--- src/rtl/local_mult_pkg.sv ---
// local_mult_pipe shared definitions.
// Width derivation helpers and pipeline depth limits.
package local_mult_pkg;

    localparam int PIPE_MIN = 1;
    localparam int PIPE_MAX = 4;

    // Wide enough for a 64x64 product plus two extension bits.
    localparam int MAXW = 130;

    typedef logic signed [MAXW-1:0] wide_t;

    function automatic int full_width(int wa, int wb);
        return wa + wb + 2;
    endfunction

    function automatic wide_t smax(int w);
        wide_t one;
        one = 1;
        return (one <<< (w - 1)) - 1;
    endfunction

    function automatic wide_t smin(int w);
        wide_t one;
        one = 1;
        return -(one <<< (w - 1));
    endfunction

    function automatic wide_t umax(int w);
        wide_t one;
        one = 1;
        return (one <<< w) - 1;
    endfunction

endpackage

--- src/rtl/local_mult_if.sv ---
// local_mult_pipe operand/result handshake bundle.
// master drives operands and out_ready; slave is the multiplier.
interface local_mult_if #(
    parameter int WA = 32,
    parameter int WB = 32,
    parameter int WP = 64,
    parameter int TW = 4
);
    logic          in_valid;
    logic          in_ready;
    logic [WA-1:0] dataa;
    logic [WB-1:0] datab;
    logic          signa;
    logic          signb;
    logic [TW-1:0] in_tag;
    logic          out_valid;
    logic          out_ready;
    logic [WP-1:0] result;
    logic [TW-1:0] out_tag;
    logic          overflow;

    modport master (
        output in_valid, dataa, datab,
        output signa, signb, in_tag,
        output out_ready,
        input  in_ready, out_valid,
        input  result, out_tag, overflow
    );

    modport slave (
        input  in_valid, dataa, datab,
        input  signa, signb, in_tag,
        input  out_ready,
        output in_ready, out_valid,
        output result, out_tag, overflow
    );
endinterface

--- src/rtl/local_mult_stage.sv ---
// One local_mult_pipe register stage: valid, tag and data.
// Moves only on advance; asynchronously cleared.
module local_mult_stage #(
    parameter int DW = 8,
    parameter int TW = 4
) (
    input  logic          clock,
    input  logic          resetn,
    input  logic          advance,
    input  logic          d_valid,
    input  logic [TW-1:0] d_tag,
    input  logic [DW-1:0] d_data,
    output logic          q_valid,
    output logic [TW-1:0] q_tag,
    output logic [DW-1:0] q_data
);

    always_ff @(posedge clock or negedge resetn) begin
        if (!resetn) begin
            q_valid <= 1'b0;
            q_tag   <= '0;
            q_data  <= '0;
        end else if (advance) begin
            q_valid <= d_valid;
            q_tag   <= d_tag;
            q_data  <= d_data;
        end
    end

endmodule

--- src/rtl/local_mult_pipe.sv ---
// Pipelined signed/unsigned multiplier with tag and valid/ready flow.
// LOCAL_MULT_SAT_EN: clamp narrow results and flag overflow.
module local_mult_pipe
    import local_mult_pkg::*;
#(
    parameter int LPA_WIDTHA   = 32,
    parameter int LPA_WIDTHB   = 32,
    parameter int LPA_WIDTHP   = 64,
    parameter int LPA_PIPELINE = 2,
    parameter int LPA_TAGW     = 4
) (
    input  logic          clock,
    input  logic          resetn,
    input  logic          clken,
    local_mult_if.slave   bus
);

    localparam int FW = full_width(LPA_WIDTHA, LPA_WIDTHB);
    localparam int NS =
        (LPA_PIPELINE < PIPE_MIN) ? PIPE_MIN :
        (LPA_PIPELINE > PIPE_MAX) ? PIPE_MAX :
        LPA_PIPELINE;
    localparam int DW = LPA_WIDTHP + 1;

    logic                     advance;
    logic signed [LPA_WIDTHA:0] ax;
    logic signed [LPA_WIDTHB:0] bx;
    logic signed [FW-1:0]     ae;
    logic signed [FW-1:0]     be;
    logic signed [FW-1:0]     prod;
    logic [LPA_WIDTHP-1:0]    res_d;
    logic                     ovf_d;

    // The output register counts as a full slot: a held result
    // blocks the whole pipe, so bubbles are never collapsed.
    assign advance      = clken & (~bus.out_valid | bus.out_ready);
    assign bus.in_ready = advance;

    assign ax = {bus.signa & bus.dataa[LPA_WIDTHA-1], bus.dataa};
    assign bx = {bus.signb & bus.datab[LPA_WIDTHB-1], bus.datab};
    assign ae = FW'(ax);
    assign be = FW'(bx);
    assign prod = ae * be;

`ifdef LOCAL_MULT_SAT_EN
    localparam wide_t SMAX = smax(LPA_WIDTHP);
    localparam wide_t SMIN = smin(LPA_WIDTHP);
    localparam wide_t UMAX = umax(LPA_WIDTHP);

    wide_t pw;

    assign pw = wide_t'(prod);

    always_comb begin
        res_d = LPA_WIDTHP'(prod);
        ovf_d = 1'b0;
        if (LPA_WIDTHP < FW) begin
            if (bus.signa | bus.signb) begin
                if (pw > SMAX) begin
                    res_d = SMAX[LPA_WIDTHP-1:0];
                    ovf_d = 1'b1;
                end else if (pw < SMIN) begin
                    res_d = SMIN[LPA_WIDTHP-1:0];
                    ovf_d = 1'b1;
                end
            end else if (pw > UMAX) begin
                res_d = UMAX[LPA_WIDTHP-1:0];
                ovf_d = 1'b1;
            end
        end
    end
`else
    // Signed cast sign-extends a wide result and wraps a narrow one.
    assign res_d = LPA_WIDTHP'(prod);
    assign ovf_d = 1'b0;
`endif

    logic                v [0:NS];
    logic [LPA_TAGW-1:0] t [0:NS];
    logic [DW-1:0]       d [0:NS];

    assign v[0] = bus.in_valid;
    assign t[0] = bus.in_tag;
    assign d[0] = {ovf_d, res_d};

    for (genvar i = 0; i < NS; i++) begin : g_stage
        local_mult_stage #(
            .DW (DW),
            .TW (LPA_TAGW)
        ) u_stage (
            .clock   (clock),
            .resetn  (resetn),
            .advance (advance),
            .d_valid (v[i]),
            .d_tag   (t[i]),
            .d_data  (d[i]),
            .q_valid (v[i+1]),
            .q_tag   (t[i+1]),
            .q_data  (d[i+1])
        );
    end

    assign bus.out_valid = v[NS];
    assign bus.out_tag   = t[NS];
    assign bus.result    = d[NS][LPA_WIDTHP-1:0];
    assign bus.overflow  = d[NS][LPA_WIDTHP];

endmodule

--- src/flat_wrapper.sv ---
// flat-port wrapper written by rule: the top's interface ports become plain ports
module local_mult_pipe_flat import local_mult_pkg::*;
#(
    parameter int LPA_WIDTHA   = 32,
    parameter int LPA_WIDTHB   = 32,
    parameter int LPA_WIDTHP   = 64,
    parameter int LPA_PIPELINE = 2,
    parameter int LPA_TAGW     = 4
)
  (clock, resetn, clken, bus_in_valid, bus_dataa, bus_datab, bus_signa, bus_signb, bus_in_tag, bus_out_ready, bus_in_ready, bus_out_valid, bus_result, bus_out_tag, bus_overflow);
  local_mult_if bus_i ();
  input  logic clock;
  input  logic resetn;
  input  logic clken;
  input wire logic [$bits(bus_i.in_valid)-1:0] bus_in_valid;
  input wire logic [$bits(bus_i.dataa)-1:0] bus_dataa;
  input wire logic [$bits(bus_i.datab)-1:0] bus_datab;
  input wire logic [$bits(bus_i.signa)-1:0] bus_signa;
  input wire logic [$bits(bus_i.signb)-1:0] bus_signb;
  input wire logic [$bits(bus_i.in_tag)-1:0] bus_in_tag;
  input wire logic [$bits(bus_i.out_ready)-1:0] bus_out_ready;
  output wire logic [$bits(bus_i.in_ready)-1:0] bus_in_ready;
  output wire logic [$bits(bus_i.out_valid)-1:0] bus_out_valid;
  output wire logic [$bits(bus_i.result)-1:0] bus_result;
  output wire logic [$bits(bus_i.out_tag)-1:0] bus_out_tag;
  output wire logic [$bits(bus_i.overflow)-1:0] bus_overflow;
  assign bus_i.in_valid = bus_in_valid;
  assign bus_i.dataa = bus_dataa;
  assign bus_i.datab = bus_datab;
  assign bus_i.signa = bus_signa;
  assign bus_i.signb = bus_signb;
  assign bus_i.in_tag = bus_in_tag;
  assign bus_i.out_ready = bus_out_ready;
  assign bus_in_ready = bus_i.in_ready;
  assign bus_out_valid = bus_i.out_valid;
  assign bus_result = bus_i.result;
  assign bus_out_tag = bus_i.out_tag;
  assign bus_overflow = bus_i.overflow;
  local_mult_pipe #(.LPA_WIDTHA(LPA_WIDTHA), .LPA_WIDTHB(LPA_WIDTHB), .LPA_WIDTHP(LPA_WIDTHP), .LPA_PIPELINE(LPA_PIPELINE), .LPA_TAGW(LPA_TAGW)) u_core (.clock(clock), .resetn(resetn), .clken(clken), .bus(bus_i));
endmodule
--- config.mk ---
export PLATFORM = sky130hd
export DESIGN_NAME = local_mult_pipe_flat
export DESIGN_NICKNAME = d
export VERILOG_FILES = /design/src/rtl/local_mult_pkg.sv /design/src/rtl/local_mult_if.sv /design/src/rtl/local_mult_stage.sv /design/src/rtl/local_mult_pipe.sv /design/src/flat_wrapper.sv
export SDC_FILE = /design/constraint.sdc
export NUM_CORES = 2
export LEC_CHECK = 0
export ABC_AREA = 1
export CAP_MARGIN = 20
export CORE_ASPECT_RATIO = 1.75
export CORE_MARGIN = 2
export CORE_UTILIZATION = 35
export CTS_CLUSTER_SIZE = 20
export DETAILED_ROUTE_END_ITERATION = 16
export PLACE_DENSITY_LB_ADDON = 0.15
export REMOVE_ABC_BUFFERS = 1
export SYNTH_ARGS = -nofsm -noshare
export SYNTH_HDL_FRONTEND = slang
export SYNTH_SLANG_ARGS = --single-unit
--- constraint.sdc ---
create_clock -name clock -period 1.6 [get_ports clock]
set_clock_uncertainty 0.2 [all_clocks]
set_input_delay 0.16 -clock clock [delete_from_list [all_inputs] [get_ports clock]]
set_output_delay 0.16 -clock clock [all_outputs]
set_load 0.03 [all_outputs]
* After elaboration in Yosys (flattened, before gate mapping)
Index checks and enable logic that the tools add are counted.
Widths: inputs -> output; s select.
** Storage, ports and cells
- Register bits :: 138
- Input port bits :: 75
- Output and inout bits :: 71
** Cells by class
- $mul :: 1
- Bitwise gates (word level) :: 5
** Operators by type and width (number)
- $mul 33x33->64 :: 1
- $and 1x1->1 :: 3
- $not 1->1 :: 1
- $or 1x1->1 :: 1

* Depth between registers and ports, before layout
- Word-level depth :: 3
- Mapped depth :: 37

* Modules after synthesis
A second synthesis with hierarchy kept.
** Unflattened totals
- Cell total of the unflattened synthesis :: 5795
- Area total of the unflattened synthesis :: 45777.7 um^2
** Modules (own cells, without submodules)
- local_mult_pipe :: times used 1, cells each 5203, area an instance 40395.0 um^2, seq. area each 0.0 um^2
- local_mult_stage :: times used 2, cells each 296, area an instance 2691.3 um^2, seq. area each 1751.7 um^2

* Least setup slack after synthesis
OpenSTA, ideal clock, no wires.
- Path kind :: in2reg
- Start point :: input bus_dataa[31]
- End point :: register u_core.g_stage[0].u_stage.q_data[61]
- Setup time :: 0.118 ns
- Arrival :: 7.217 ns
- Setup slack :: -5.935 ns
- Stages :: 30
- Path buffers :: 2
- Path through :: buf_2 nand2_2 inv_1 clkbuf_1 nand2_1 inv_1 fa_1 fa_1 fa_1 inv_1 fa_1 inv_1 fa_1 fa_1 inv_1 fa_1 fa_1 inv_1 ha_1 nand2_1 nor2_1 inv_1 nor2_1 inv_1 nor3_1 o21ai_0 nand3_1 nand2_1 nand3_1 nand2_1
** On the way
- Word-level cells in the longest chain between the ends :: 2
** RTL lines
- start, declared :: RTL line flat_wrapper.sv:16 : input wire logic [$bits(bus_i.dataa)-1:0] bus_dataa;
- $and 1x1->1 :: RTL line local_mult_pipe.sv:39 : assign ax = {bus.signa & bus.dataa[LPA_WIDTHA-1], bus.dataa};
- $mul 33x33->64 * :: RTL line local_mult_pipe.sv:43 : assign prod = ae * be;
- end signal, assigned :: RTL line local_mult_stage.sv:26 : q_data <= d_data;
- end, declared :: RTL line local_mult_stage.sv:15 : output logic [DW-1:0] q_data
Mark *: on every way between the ends. The rest lies on a longest branch, timed or not.
A chain may end at the register's enable or synchronous reset.

* Worst setup path after layout
- Start point :: input bus_dataa[31]
- End point :: register u_core.g_stage[0].u_stage.q_data[56]
Same word-level chain as after synthesis.

==> metrics.md <==
| Metric | Value |
|---|---|
| Average vias per placed instance | 4.73 |
| Util after Layout | 49.0% |
| Post-DP Area | 53600 um2 |
| Worst EP required | 1730 ps |
| Post-DRT Antenna Nets | 0 |
| Sink Count | 138 |
| Register area share after synthesis | 7.62% |
| DRT iter0 DRCs | 1657 |
| Io pins | 146 |
| Worst path arrival time | 6830 ps |
| Longest Clk Path Bufs | 2 |
| R2R cell count | 6 |
| Global route overflow | 0 |
| Endpoints failing setup | 113 |
| Synth Cell Area | 45300 um2 |
| Remaining DRCs | 16 |
| First-pass iteration count of the detailed router | 13 |
| DIE AREA | 133000 um2 |
| Hold WS | 20.4 ps |
| Worst setup EP type | flip-flop |
| CP Launch Type | input pin |
| Final Max Slew Viols | 0 |
| Routability Congestion | 0.949 |
| Die Wd | 276 um |
| Final WL | 168 mm |
| Synth warn | 0 |
| Hpwl dp | 134 mm |
| Crit Path Category | in -> reg |
| Antenna violations before repair | 0 |
| Initial Util | 35.3% |
| Worst r2r src | u_core.g_stage[1].u_stage.q_valid |
| Final WS setup | -5100 ps |
| Per-cell routed wire length | 20.8 um |
| Status | complete, but fails checks |
| Global-route usage over all layers | 25.6% |
| Port Buffers | 144 |
| Fmax | 149 MHz |
| CP max FO | 7 |
| Design area | 62900 um2 |
| Vias in the first global route | 42800 |
| Fill count | 12400 |
| Htree depth | 4 |
| Area Overhead vs Synth | 38.8% |
| Share of layout cells above drive strength 1 | 30.7% |
| Top FF cell, synth | dfrtp_1 |
| FF+latch count, synth | 138 |
| Die Span Y | 480 um |
| Reg-to-reg endpoint | u_core.g_stage[1].u_stage.q_data[57] |
| Via count | 38100 |
| Number of synthesized flops with an enable pin | 0 |
| Fraction of registers with async set/reset | 100% |
| Period utilization | 418% |
| Row count | 174 |
| Max Cap Violations | 0 |
| Pin count of the biggest net entering global routing | 63 |
| Minimum clock period | 6700 ps |
| Total negative slack | -287700 ps |
| Violated checks | design-rule violations, negative setup slack |
| CTS tree | built |
| Reg clk slew, reported paths | 70 ps |
| Worst hold path type | in -> async |
| Num CTS Buffers | 17 |
| Clk_lat worst skew | 450 ps |
| Gate count of the mapped netlist | 5631 |
| CTS Root Cell | clkbuf_16 |
| Avg Inst Size Synth | 8.05 um2 |
| RSZ-0062 raised after global routing | yes |
| R2r setup slk | -10 ps |
| Placeable Area | 128000 um2 |
| Area of the multi-input gates | 38300 um2 |
| CP startpoint | bus_dataa[31] |
| Cell variety after synth | 38 |
| First-pass GRT wire length | 256 mm |
| Sequential cell area | 3450 um2 |
| # nets final | 7786 |
| Fin. Hold Viols | 0 |
logic make-up after synthesis:
kind of cell	synth area share, %
simple gates	16.7
flops	7.62
buf+inv	16.9
other cells	0.00827
compound gates	2.73
xor+xnor	0.541
fa+ha+maj	55.5
per-layer routing:
layer	GRT usage, %	part of all wire, %	wire (um)	up-vias
met1	26.7	34	57900	19600
met5	0	0	0	-
met2	50.6	55	91900	921
met3	2.17	3.5	5810	410
li1	-	-	-	17100
met4	13.1	7.3	12300	0
per-stage QoR:
stage	std cells	worst slack [ps]
2_1_floorplan	5275	-5870
3_3_place_gp	7725	-6770
3_5_place_dp	7725	-6720
4_1_cts	7962	-5060
5_1_grt	8059	-5320
6_report	8060	-5100
registers in the layout, indices dropped and copies added (netlist names):
name and cells:
u_core.g_stage.u_stage.q_valid 2, u_core.g_stage.u_stage.q_tag 8, u_core.g_stage.u_stage.q_data 128
area by class of cell:
| cell class | count | share of cell area (%) |
|---|---|---|
| multi-input combinational | 3517 | 60.8 |
| clock buffer | 17 | 0.676 |
| timing repair buffer | 1080 | 19.6 |
| antenna | 1 | 0.00398 |
| inverter | 1620 | 9.77 |
| clock inverter | 15 | 0.304 |
| sequential | 138 | 5.49 |
| tap | 1672 | 3.33 |
worst max-delay path: stages:
cell and delay, ps:
buf_8 110, nand2_8 140, buf_12 160, nor2_4 40, fa_2 600, fa_2 470, fa_2 670, inv_4 70
buf_12 140, fa_1 520, inv_2 40, fa_1 560, fa_2 440, fa_1 520, inv_2 40, fa_2 540
inv_2 50, ha_4 320, nand2_4 80, buf_6 120, buf_4 120, o21a_2 280, o21ai_2 170, a21oi_2 100
nand3_1 70, nand2_1 70, nand3_2 130, nand2_1 70
cells in the mapped netlist, types with 23 or more instances:
cell	instances	area (um2)
xnor2_1	23	201
nand3_1	95	475
fa_1	1125	22500
o21ai_0	110	551
inv_1	1619	6080
a21oi_1	77	385
buf_4	65	488
dfrtp_1	138	3450
ha_1	212	2650
nand2_1	1554	5830
nor2_1	187	702
clkbuf_1	281	1050
nand4_1	24	150
repair_timing:
action	4_1_cts	5_1_grt
hold endpoints to repair	138	0
pin swaps	386	444
hold buffers	1	0
setup buffers	172	101
endpoints found under the setup margin	173	191
cloned	33	5
gates resized for setup	1208	666
worst max path at each step:
| stage | endpoint | cells past startpoint |
|---|---|---|
| 3_3_place_gp | u_core.g_stage[0].u_stage.q_data[58] | 31 |
| 4_1_cts | u_core.g_stage[0].u_stage.q_data[34] | 33 |
| 6_report | u_core.g_stage[0].u_stage.q_data[56] | 28 |
| 3_5_place_dp | u_core.g_stage[0].u_stage.q_data[58] | 31 |
| 5_1_grt | u_core.g_stage[0].u_stage.q_data[63] | 31 |
| 2_1_floorplan | u_core.g_stage[0].u_stage.q_data[61] | 28 |
cell usage in the layout (no fill, tap or decap), types with 16 or more instances in the layout:
cell type / n
clkdlybuf4s50_1: 53
buf_12: 178
dfrtp_1: 138
inv_2: 210
nand3_2: 39
buf_8: 34
ha_4: 67
fa_1: 1005
nand2_2: 113
dlymetal6s2s_1: 22
fa_2: 120
o21ai_0: 40
buf_6: 161
nand2_4: 66
bufbuf_16: 17
buf_16: 21
inv_1: 1389
a21oi_4: 27
nand2_1: 1380
o21ai_1: 34
ha_1: 144
clkbuf_16: 22
nor2_1: 72
buf_2: 18
nor2_2: 41
a21oi_2: 33
nand4_1: 24
o21ai_2: 36
buf_4: 557
a21oi_1: 19
inv_4: 16
nor2_4: 80
nand3_1: 49
Power is not shown: default switching activity piles up to over one toggle a cycle in this logic, so the estimate is an artifact.
